File: config.mk
export PLATFORM = sky130hd
export DESIGN_NAME = mfm_write_encoder
export DESIGN_NICKNAME = d
export VERILOG_FILES = /design/src/rtl/mfm_pkg.sv /design/src/rtl/mfm_cell_timer.sv /design/src/rtl/mfm_write_encoder.sv
export SDC_FILE = /design/constraint.sdc
export NUM_CORES = 1
export LEC_CHECK = 0
export ABC_CLOCK_PERIOD_IN_PS = 2900
export CORE_MARGIN = 2
export CORE_UTILIZATION = 60
export CTS_CLUSTER_DIAMETER = 120
export DETAILED_ROUTE_END_ITERATION = 16
export PLACE_DENSITY = 0.82
export SETUP_SLACK_MARGIN = 0.5
export SYNTH_ARGS = -nofsm -noshare
export SYNTH_HDL_FRONTEND = slang
export SYNTH_SLANG_ARGS = --single-unit
export TNS_END_PERCENT = 100
File: constraint.sdc
create_clock -name clk_50 -period 2.9 [get_ports clk_50]
set_input_delay 0.435 -clock clk_50 [delete_from_list [all_inputs] [get_ports clk_50]]
set_output_delay 0.435 -clock clk_50 [all_outputs]
set_load 0.02 [all_outputs]
File: src/rtl/mfm_pkg.sv
// Shared types and constants for the MFM write path.
package mfm_pkg;

    typedef enum logic [1:0] {
        IDLE  = 2'd0,
        CLOCK = 2'd1,
        DATA  = 2'd2
    } mfm_state_e;

    localparam int unsigned DEF_HALF_CELL_CYCLES = 5;
    localparam int unsigned DEF_PULSE_CYCLES     = 5;

    localparam logic [7:0]  A1_BYTE              = 8'hA1;
    localparam logic [15:0] A1_ENCODED           = 16'h4489;
    localparam logic [2:0]  A1_MISSING_CLOCK_IDX = 3'd2;

    // MFM clock bit: a pulse only between two zero data bits, unless an address mark removes it.
    function automatic logic mfm_clock_bit(input logic prev_d, input logic d, input logic suppress);
        return !prev_d && !d && !suppress;
    endfunction

endpackage

File: src/rtl/mfm_cell_timer.sv
// Half-cell timing and write-pulse width generation for the MFM write path.
module mfm_cell_timer #(
    parameter int unsigned HALF_CELL_CYCLES = 5,
    parameter int unsigned PULSE_CYCLES     = 5
) (
    input  logic clk_50,
    input  logic rst_n,
    input  logic run,
    input  logic start,
    input  logic fire,
    output logic half_end_c,
    output logic pulse_active_c
);
    localparam int unsigned HC_W = (HALF_CELL_CYCLES > 1) ? $clog2(HALF_CELL_CYCLES) : 1;
    localparam int unsigned PC_W = $clog2(PULSE_CYCLES + 1);

    logic [HC_W-1:0] hc;
    logic [PC_W-1:0] pc;

    assign half_end_c     = (hc == HC_W'(HALF_CELL_CYCLES - 1));
    // A new half cell decides the pulse immediately; otherwise the remaining width keeps it high.
    assign pulse_active_c = start ? fire : (pc != '0);

    always_ff @(posedge clk_50 or negedge rst_n) begin
        if (!rst_n) begin
            hc <= '0;
            pc <= '0;
        end else begin
            if (start || !run || half_end_c) begin
                hc <= '0;
            end else begin
                hc <= hc + HC_W'(1);
            end

            if (start) begin
                pc <= fire ? PC_W'(PULSE_CYCLES - 1) : '0;
            end else if (pc != '0) begin
                pc <= pc - PC_W'(1);
            end
        end
    end

endmodule

File: src/rtl/mfm_write_encoder.sv
// Byte-serial MFM write encoder: valid/ready bytes in, fixed-width raw_mfm write pulses out.
module mfm_write_encoder
    import mfm_pkg::*;
#(
    parameter int unsigned HALF_CELL_CYCLES = DEF_HALF_CELL_CYCLES,
    parameter int unsigned PULSE_CYCLES     = DEF_PULSE_CYCLES
) (
    input  logic       clk_50,
    input  logic       rst_n,
    input  logic [7:0] data_in,
    input  logic       mark_in,
    input  logic       data_valid,
    output logic       data_ready,
    output logic       raw_mfm,
    output logic       write_active
);
    mfm_state_e state, state_d;

    logic [7:0] hold_data, shift_data;
    logic       hold_mark, shift_mark;
    logic       hold_full, hold_full_d;
    logic [2:0] bit_idx;

    logic       accept_c, load_c, advance_c;
    logic       start_c, fire_c, half_end_c, pulse_active_c;
    logic       cur_bit_c, next_bit_c;
    logic [2:0] next_idx_c;

    assign accept_c   = data_valid && data_ready;
    assign cur_bit_c  = shift_data[bit_idx];
    assign next_idx_c = bit_idx - 3'd1;
    assign next_bit_c = shift_data[next_idx_c];

    mfm_cell_timer #(
        .HALF_CELL_CYCLES (HALF_CELL_CYCLES),
        .PULSE_CYCLES     (PULSE_CYCLES)
    ) u_cell_timer (
        .clk_50         (clk_50),
        .rst_n          (rst_n),
        .run            (state != IDLE),
        .start          (start_c),
        .fire           (fire_c),
        .half_end_c     (half_end_c),
        .pulse_active_c (pulse_active_c)
    );

    always_ff @(posedge clk_50 or negedge rst_n) begin
        if (!rst_n) begin
            state <= IDLE;
        end else begin
            state <= state_d;
        end
    end

    // The previous data bit is the current shift bit at the DATA->CLOCK edge, so the
    // clock bit of the next cell is decided there without a separate prev register.
    always_comb begin
        state_d     = state;
        load_c      = 1'b0;
        advance_c   = 1'b0;
        start_c     = 1'b0;
        fire_c      = 1'b0;
        unique case (state)
            IDLE: begin
                if (hold_full) begin
                    load_c  = 1'b1;
                    start_c = 1'b1;
                    fire_c  = mfm_clock_bit(1'b0, hold_data[7], 1'b0);
                    state_d = CLOCK;
                end
            end
            CLOCK: begin
                if (half_end_c) begin
                    start_c = 1'b1;
                    fire_c  = cur_bit_c;
                    state_d = DATA;
                end
            end
            DATA: begin
                if (half_end_c) begin
                    if (bit_idx != 3'd0) begin
                        advance_c = 1'b1;
                        start_c   = 1'b1;
                        fire_c    = mfm_clock_bit(cur_bit_c, next_bit_c,
                                                  shift_mark && (next_idx_c == A1_MISSING_CLOCK_IDX));
                        state_d   = CLOCK;
                    end else if (hold_full) begin
                        load_c  = 1'b1;
                        start_c = 1'b1;
                        fire_c  = mfm_clock_bit(cur_bit_c, hold_data[7], 1'b0);
                        state_d = CLOCK;
                    end else begin
                        state_d = IDLE;
                    end
                end
            end
            default: state_d = IDLE;
        endcase
    end

    always_comb begin
        hold_full_d = hold_full;
        if (accept_c) begin
            hold_full_d = 1'b1;
        end else if (load_c) begin
            hold_full_d = 1'b0;
        end
    end

    always_ff @(posedge clk_50 or negedge rst_n) begin
        if (!rst_n) begin
            hold_data    <= '0;
            hold_mark    <= 1'b0;
            hold_full    <= 1'b0;
            shift_data   <= '0;
            shift_mark   <= 1'b0;
            bit_idx      <= 3'd7;
            data_ready   <= 1'b1;
            raw_mfm      <= 1'b0;
            write_active <= 1'b0;
        end else begin
            hold_full    <= hold_full_d;
            data_ready   <= !hold_full_d;
            raw_mfm      <= pulse_active_c;
            write_active <= (state_d != IDLE);
            if (accept_c) begin
                hold_data <= data_in;
                hold_mark <= mark_in;
            end
            if (load_c) begin
                shift_data <= hold_data;
                shift_mark <= hold_mark;
                bit_idx    <= 3'd7;
            end else if (advance_c) begin
                bit_idx <= next_idx_c;
            end
        end
    end

endmodule

# Yosys cells after proc, flatten, opt, wreduce, memory -nomap -nowiden
# Cells that the tools add are included.
# word_totals
word_cells,77
out_inout_bits,3
register_bits,33
input_bits,12
# classes
n_addsub,3
n_eq_ne,4
magnitude_cmp,2
reduce_logical,20
n_mux,36
# ops
op,n
1-bit two-way mux,21
3-bit two-way mux,6
3-bit by 4-bit less-than comparator with 1-bit output (second input constant),2
2-bit nonzero test,4
1-bit binary-select mux with 3-bit select,2
1-bit zero test,6
2-bit two-way mux,3
1-bit one-hot mux with 3 select lines,2
2-bit one-hot mux with 3 select lines,1
3-bit nonzero test,2
3-bit by 1-bit subtractor with 3-bit output (second input constant),2
1-bit logical AND,5
3-bit by 1-bit adder with 3-bit output (second input constant),1
3-bit by 2-bit == test with 1-bit output (second input constant),1
3-bit == test (second input constant),1
2-bit by 1-bit == test with 1-bit output (second input constant),1
2-bit == test (second input constant),1
2-bit zero test,1
1-bit logical OR,2
1-bit one-hot mux with 2 select lines,1

# Longest topological paths before layout
# Gate-level depths: netlist of the first run.
# logic_depth
depth_word,11
ltp_mapped,8
depth_no_buf,6

# Hierarchy
# Synthesis of the first run repeated with hierarchy kept, for this count alone.
# unflattened
hier_cells,145
area_unflattened_um2,1759.2
# modules_own_cells
mod,cells_each,seq_area_each_um2,n_inst,area_each_um2
mfm_write_encoder,111,680.7,1,1406.3
mfm_cell_timer,34,150.1,1,352.8

# Worst setup path after synthesis of the first run
# Ideal clock, no wire load.
# synth_path
path_type,register to register
startpoint,register bit_idx[0]
endpoint,register shift_data[2]
setup_time_ns,0.128
slack_ns,0.959
period_less_slack_ns,1.941
arrival_time_ns,1.813
path_buffers,2
stages_incl_launch_ff,9
t_required_ns,2.772
cell_sequence,dfstp_2 > buf_6 > inv_1 > ha_1 > nand2b_1 > nor2_1 > o21ai_1 > buf_4 > mux2_1
# synth_between
elab_chain_len,4
# synth_rtl
item,line_no,source
from (decl),mfm_write_encoder.sv:22,logic [2:0] bit_idx;
from (signal assigned),mfm_write_encoder.sv:135,bit_idx <= next_idx_c;
3-bit nonzero test,mfm_write_encoder.sv:81,if (bit_idx != 3'd0) begin
1-bit two-way mux,mfm_write_encoder.sv:81,
1-bit two-way mux,mfm_write_encoder.sv:80,if (half_end_c) begin
1-bit one-hot mux with 2 select lines,mfm_write_encoder.sv:63,unique case (state)
to (signal assigned),mfm_write_encoder.sv:131,shift_data <= hold_data;
to (decl),mfm_write_encoder.sv:19,"logic [7:0] hold_data, shift_data;"
# Every way passes these cells.
# A chain may end at the register's enable or synchronous reset.

# Final worst setup path of the first run
# layout_path
startpoint,register bit_idx[0]
endpoint,register shift_data[1]
# Same word-level chain as after synthesis.

==> impl_metrics.yaml, run 1 <==
drt:
  drt-total-wl_mm: 2.96
  postRouteAntennaNets: 0
  wire_per_inst_microns: 15.4
  drcViolationCount: 0
  dr.pass1.iters: 4
  num_vias: 1150
  dr.first_iter.drc_count: 34
  via_per_inst: 5.99
finish:
  final_layout_size_suffix_gt1_frac: 0.205
  nets: 183
  final_area_sq_um: 1990
  area_growth_pct: 12.1
  antenna_cells: 0
grt:
  grt_overflow: 0
  antenna_found_initial: 0
  grt_max_degree: 34
  grt_pass1_wl_mm: 5.22
  grtUsageTotal: 0.207
  grt_pass1_vias: 1173
clock_tree:
  clk_latency_ps: 330
  post_cts_resized: 0
  root_buffer: "clkbuf_4"
  postCtsHoldBufs: 0
  cts_num_sinks: 33
  cts_buffer_depth: 2
  cts_setup_buffers: 0
  tritoncts: "yes"
  cts_buffers: 5
  path_clk_slew_ps: 90
  htreeDepth: 2
logic_synthesis:
  synth.most_common_cell: "dfrtp_1"
  synth_edf_count: 0
  synthDistinctLibCells: 41
  synthesis.nets: 166
  ys_seq_elements: 33
  avgSynthCellArea_sq_um: 12.4
  ys_top_cells_by_count: "29 x dfrtp_1, 12 x mux2_2, 11 x ha_1"
  synth_top_area_share: 0.409
  synth_area_sq_um: 1770
  yosys_warnings: 0
  synth_area_leaders: "dfrtp_1 41%, ha_1 7.8%, mux2_2 7.6%, dfstp_2 5.9%, mux2_1 4.4%"
  syn_inst: 143
  yosysTopAreaCell: "dfrtp_1"
  ys.flop_type: "dfrtp_1"
  yosysSeqAreaShare: 0.469
  ys_async_sr_fraction: 1.00
status:
  status: "completed"
floorplanning:
  start_util: 0.637
  die_x_microns: 58.4
  die_h_microns: 58.4
  core_sq_um: 2780
  rows: 19
  die-area_sq_um: 3410
  ios: 15
sta:
  fin_crit_ps: 2050
  tns_ps: 0
  tightest_slew_ps: 415
  rsz0062_at_grt: "no"
  post-route-period-util: 0.705
  slew_headroom: 0.723
  hold_viol: 0
  drv_slew: 0
  clock.fmax_ghz: 0.489
  layout_setup_ws_ps: 855
  finClkSkew_ps: 11.5
  setup_viol: 0
hold_path:
  hold_class: "reg -> reg"
placement:
  dpl.hpwl_mm: 2.28
  pre_cts_ws_ps: 874
  dpl_cell_area_sq_um: 1930
  routabilityCongestion: 0.806
  io_buffers: 14
run:
  maxCapViolCount: 0
setup_path:
  path_buf_inv: 2
  max_stage_delay_ps: 630
  path_cells: "inv_1 -> ha_1 -> nand2b_1 -> nor2_1 -> o21ai_1 -> buf_4 -> mux2_2"
  worst-path-max-fanout: 12
  worstPathArrival_ps: 2250
  path_delay_family: "flip-flops"
  start_kind: "flip-flop"
  cp_slowest_cell: "dfstp_2"
  worstSetupEndpointType: "flip-flop"
  cp_data_required_time_ps: 3110
  crit_type: "reg -> reg"
power:
  peakVddDrop_mv: 0.763
  p_leak_uw: 0.000858
  power_density_nw_per_um2: 963
-- cells in the final DEF (no fill, tap or decap), types with 4 or more instances in the layout --
master           synthesis  final
dfrtp_1                 29     29
clkdlybuf4s50_1          0     14
mux2_2                  12     12
ha_1                    11     11
inv_1                    9      9
nor2_1                   7      7
mux2_1                   7      7
o21ai_0                  6      6
clkbuf_4                 0      5
nand2_1                  4      4
dfstp_2                  4      4
-- final timing paths --
kind	startpoint	end	slack (ps)	cells past startpoint
worst max-delay path	bit_idx[0]$_DFFE_PN1P_	shift_data[1]$_DFFE_PN0P_	850	7
worst min-delay path	u_cell_timer.hc[0]$_DFF_PN0_	u_cell_timer.hc[0]$_DFF_PN0_	480	1
worst max register to register	bit_idx[0]$_DFFE_PN1P_	shift_data[1]$_DFFE_PN0P_	850	7
worst min register to register	u_cell_timer.hc[0]$_DFF_PN0_	u_cell_timer.hc[0]$_DFF_PN0_	480	1
max in group asynchronous	rst_n	bit_idx[0]$_DFFE_PN1P_	2080	2
min in group asynchronous	rst_n	u_cell_timer.hc[2]$_DFF_PN0_	490	2
-- power breakdown --
part / total, uW / internal (uW) / switching, uW
registers: 828 / 680 / 148
clock network: 257 / 119 / 137
logic: 829 / 457 / 372
total: 1910 / 1260 / 658
-- metal layers --
metal | GRT usage | vias to the layer above | part of all wire
met5 | 0 | - | 0
met4 | 0.0698 | 0 | 0.015
met3 | 0.0418 | 7 | 0.031
met2 | 0.380 | 16 | 0.54
met1 | 0.238 | 582 | 0.41
li1 | - | 545 | -
-- cell type report --
type / instances / area, sq um
sequential: 33 / 831
timing repair buffer: 16 / 155
clock buffer: 8 / 58.8
inverter: 9 / 33.8
fill: 179 / 793
tap: 31 / 38.8
multi-input combinational: 95 / 871
-- registers in the layout (all words and copies together), names as in the netlist --
| register | flops |
|---|---|
| hold_data | 8 |
| data_ready | 1 |
| write_active | 1 |
| bit_idx | 3 |
| u_cell_timer.pc | 3 |
| raw_mfm | 1 |
| hold_mark | 1 |
| shift_data | 8 |
| hold_full | 1 |
| shift_mark | 1 |
| u_cell_timer.hc | 3 |
| state | 2 |
-- through the flow --
| step | util | power (uW) | hold WS (ps) | instances |
|---|---|---|---|---|
| global placement | 0.694 | 1610 | 456 | 184 |
| CTS | 0.715 | 1930 | 481 | 192 |
| global route | 0.715 | 2080 | 510 | 192 |
| finish | 0.715 | 1910 | 477 | 192 |
| floorplan | - | 1450 | 139 | 143 |
| detailed placement | 0.694 | 1680 | 469 | 184 |
-- cells by family (layout without fill, tap and decap cells) --
| logic type | count (synthesis) | after routing | share of synthesized area |
|---|---|---|---|
| AND/OR/NAND/NOR | 31 | 31 | 0.0967 |
| adder cells (fa/ha/maj) | 11 | 11 | 0.0776 |
| multiplexers | 26 | 26 | 0.198 |
| XOR/XNOR | 2 | 2 | 0.00988 |
| AO/OA/AOI/OAI | 25 | 25 | 0.109 |
| flip-flops | 33 | 33 | 0.469 |
| buffers and inverters | 15 | 33 | 0.0402 |
(Power assumes the default switching activity.)
==> run 2, diff against run 1 <==
Settings changed: ABC_CLOCK_PERIOD_IN_PS 2900 to 1600, CORE_UTILIZATION 60 to 51, PLACE_DENSITY 0.82 to 0.74.
Clock period 2.9 ns to 1.6 ns, I/O delays scaled along.
==> run 2 against run 1 <==
Net effect: the flow now finishes with violations (setup timing); clock power up 87%; register-to-register slack worse by 1100 ps; global-route usage up 1.0 points; first-iteration DRC count up 88%; highest routed layer unchanged.
==> impl_metrics.yaml, run 2 (synthesis results as in run 1) <==
status:
  status: "finished with violations"
  violations: "setup timing"
sta:
  post-route-period-util: 1.14
  clock.fmax_ghz: 0.547
  whs_ps: 293
  slew_headroom: 0.688
  tns_ps: -1990
  tightest_slew_ps: 468
  setup_viol: 14
  finClkSkew_ps: 5.54
  hold_viol: 0
  rsz0062_at_grt: "yes"
  fin_crit_ps: 1830
  drv_slew: 0
  layout_setup_ws_ps: -228
grt:
  grt_pass1_wl_mm: 6.66
  grt_overflow: 0
  grt_use_met2: 0.384
  grt_max_degree: 34
  busiest_layer: "met2"
  grt_pass1_vias: 1369
  use_met3: 0.0559
  gr-usage-met1: 0.259
  antenna_found_initial: 0
  grtUsageTotal: 0.217
clock_tree:
  htreeDepth: 2
  clk_latency_ps: 330
  postCtsHoldBufs: 0
  tritoncts: "yes"
  cts_buffers: 5
  cts_buffer_depth: 2
  cts_num_sinks: 33
  root_buffer: "clkbuf_4"
  path_clk_slew_ps: 90
placement:
  dpl.hpwl_mm: 2.65
  dp.cells: 213
  pre_cts_ws_ps: -196
  routabilityCongestion: 0.853
  io_buffers: 14
drt:
  postRouteAntennaNets: 0
  drcViolationCount: 0
  num_vias: 1326
  wire_per_inst_microns: 17.4
  via_per_inst: 5.67
  dr.pass1.iters: 4
  dr.first_iter.drc_count: 64
  drt-total-wl_mm: 4.07
finish:
  antenna_cells: 0
  final_common_cell: "dfrtp_1"
  final_layout_size_suffix_gt1_frac: 0.521
  area_growth_pct: 44.5
  layout_common_cells: "29 x dfrtp_1, 18 x mux2_4, 17 x buf_4"
  fillers: 218
  register_area_sq_um: 831
  reg_top3: "hold_data x8, shift_data x8"
  postLayoutCoreUtil: 0.768
  fin_cells: 234
  nets: 210
  multi_input_area_sq_um: 1150
floorplanning:
  core_sq_um: 3340
  rows: 21
  die_h_microns: 63.0
  die_x_microns: 63.0
  start_util: 0.531
  die-area_sq_um: 3960
  ios: 15
setup_path:
  cp_data_required_time_ps: 1830
  start_kind: "flip-flop"
  max_stage_delay_ps: 620
  worstPathArrival_ps: 2060
  path_cells: "buf_12 -> mux4_2 -> mux2i_4 -> o211a_1 -> a2bb2oi_2"
  worstSetupEndpointType: "flip-flop"
  crit_type: "reg -> reg"
  cp_slowest_cell: "dfstp_2"
  worst-path-max-fanout: 4
power:
  power_density_nw_per_um2: 1780
  peakVddDrop_mv: 0.957
  p_leak_uw: 0.00115
hold_path:
  hold_class: "in -> async"
run:
  maxCapViolCount: 0
-- run 2: metal layers --
layer	vias to the layer above	part of all wire
met5	-	0
met1	681	0.40
met3	13	0.032
met4	0	0.030
met2	28	0.54
li1	604	-
-- run 2: path summary, 6_finish.rpt --
kind                                        start                      endpoint  slack (ps)  cells after the start
setup / recovery           bit_idx[0]$_DFFE_PN1P_             raw_mfm$_DFF_PN0_        -230                      5
hold / removal                              rst_n  u_cell_timer.hc[2]$_DFF_PN0_         290                      2
setup reg to reg           bit_idx[0]$_DFFE_PN1P_             raw_mfm$_DFF_PN0_        -230                      5
hold reg to reg             hold_mark$_DFFE_PN0P_        shift_mark$_DFFE_PN0P_         510                      1
max in group asynchronous                   rst_n        bit_idx[1]$_DFFE_PN1P_         970                      2
min in group clk_50         hold_mark$_DFFE_PN0P_        shift_mark$_DFFE_PN0P_         510                      1
-- run 2: final cells by class --
type | instances | area share
clock buffer | 8 | 0.0229
inverter | 9 | 0.0142
multi-input combinational | 96 | 0.450
sequential | 33 | 0.324
tap | 46 | 0.0225
timing repair buffer | 42 | 0.167
-- run 2: power breakdown --
group / leakage, uW / switching [uW] / total [uW] / internal (uW)
registers: 0.000388 / 338 / 1570 / 1230
clock network: 0.0000326 / 263 / 480 / 217
logic: 0.000734 / 984 / 2500 / 1520
-- run 2: worst max-delay path: cells and delay by family, from the launching register on --
kind                   cells  cell delay [ps]
buffers and inverters      1              130
AOI/OAI and AO/OA          2              260
DFF                        1              620
muxes                      2              710
-- run 2: metrics by stage --
step | cell area (sq um) | total power [uW]
floorplan | 1870 | 2880
global placement | 2150 | 3270
detailed placement | 2150 | 3400
CTS | 2370 | 4180
global route | 2560 | 4840
finish | 2560 | 4550
-- run 2: repair_timing --
item,CTS,global route
endpoints found under the setup margin,26,35
cloned,0,2
pin swaps,9,8
resized for setup,48,21
buffers inserted,4,7
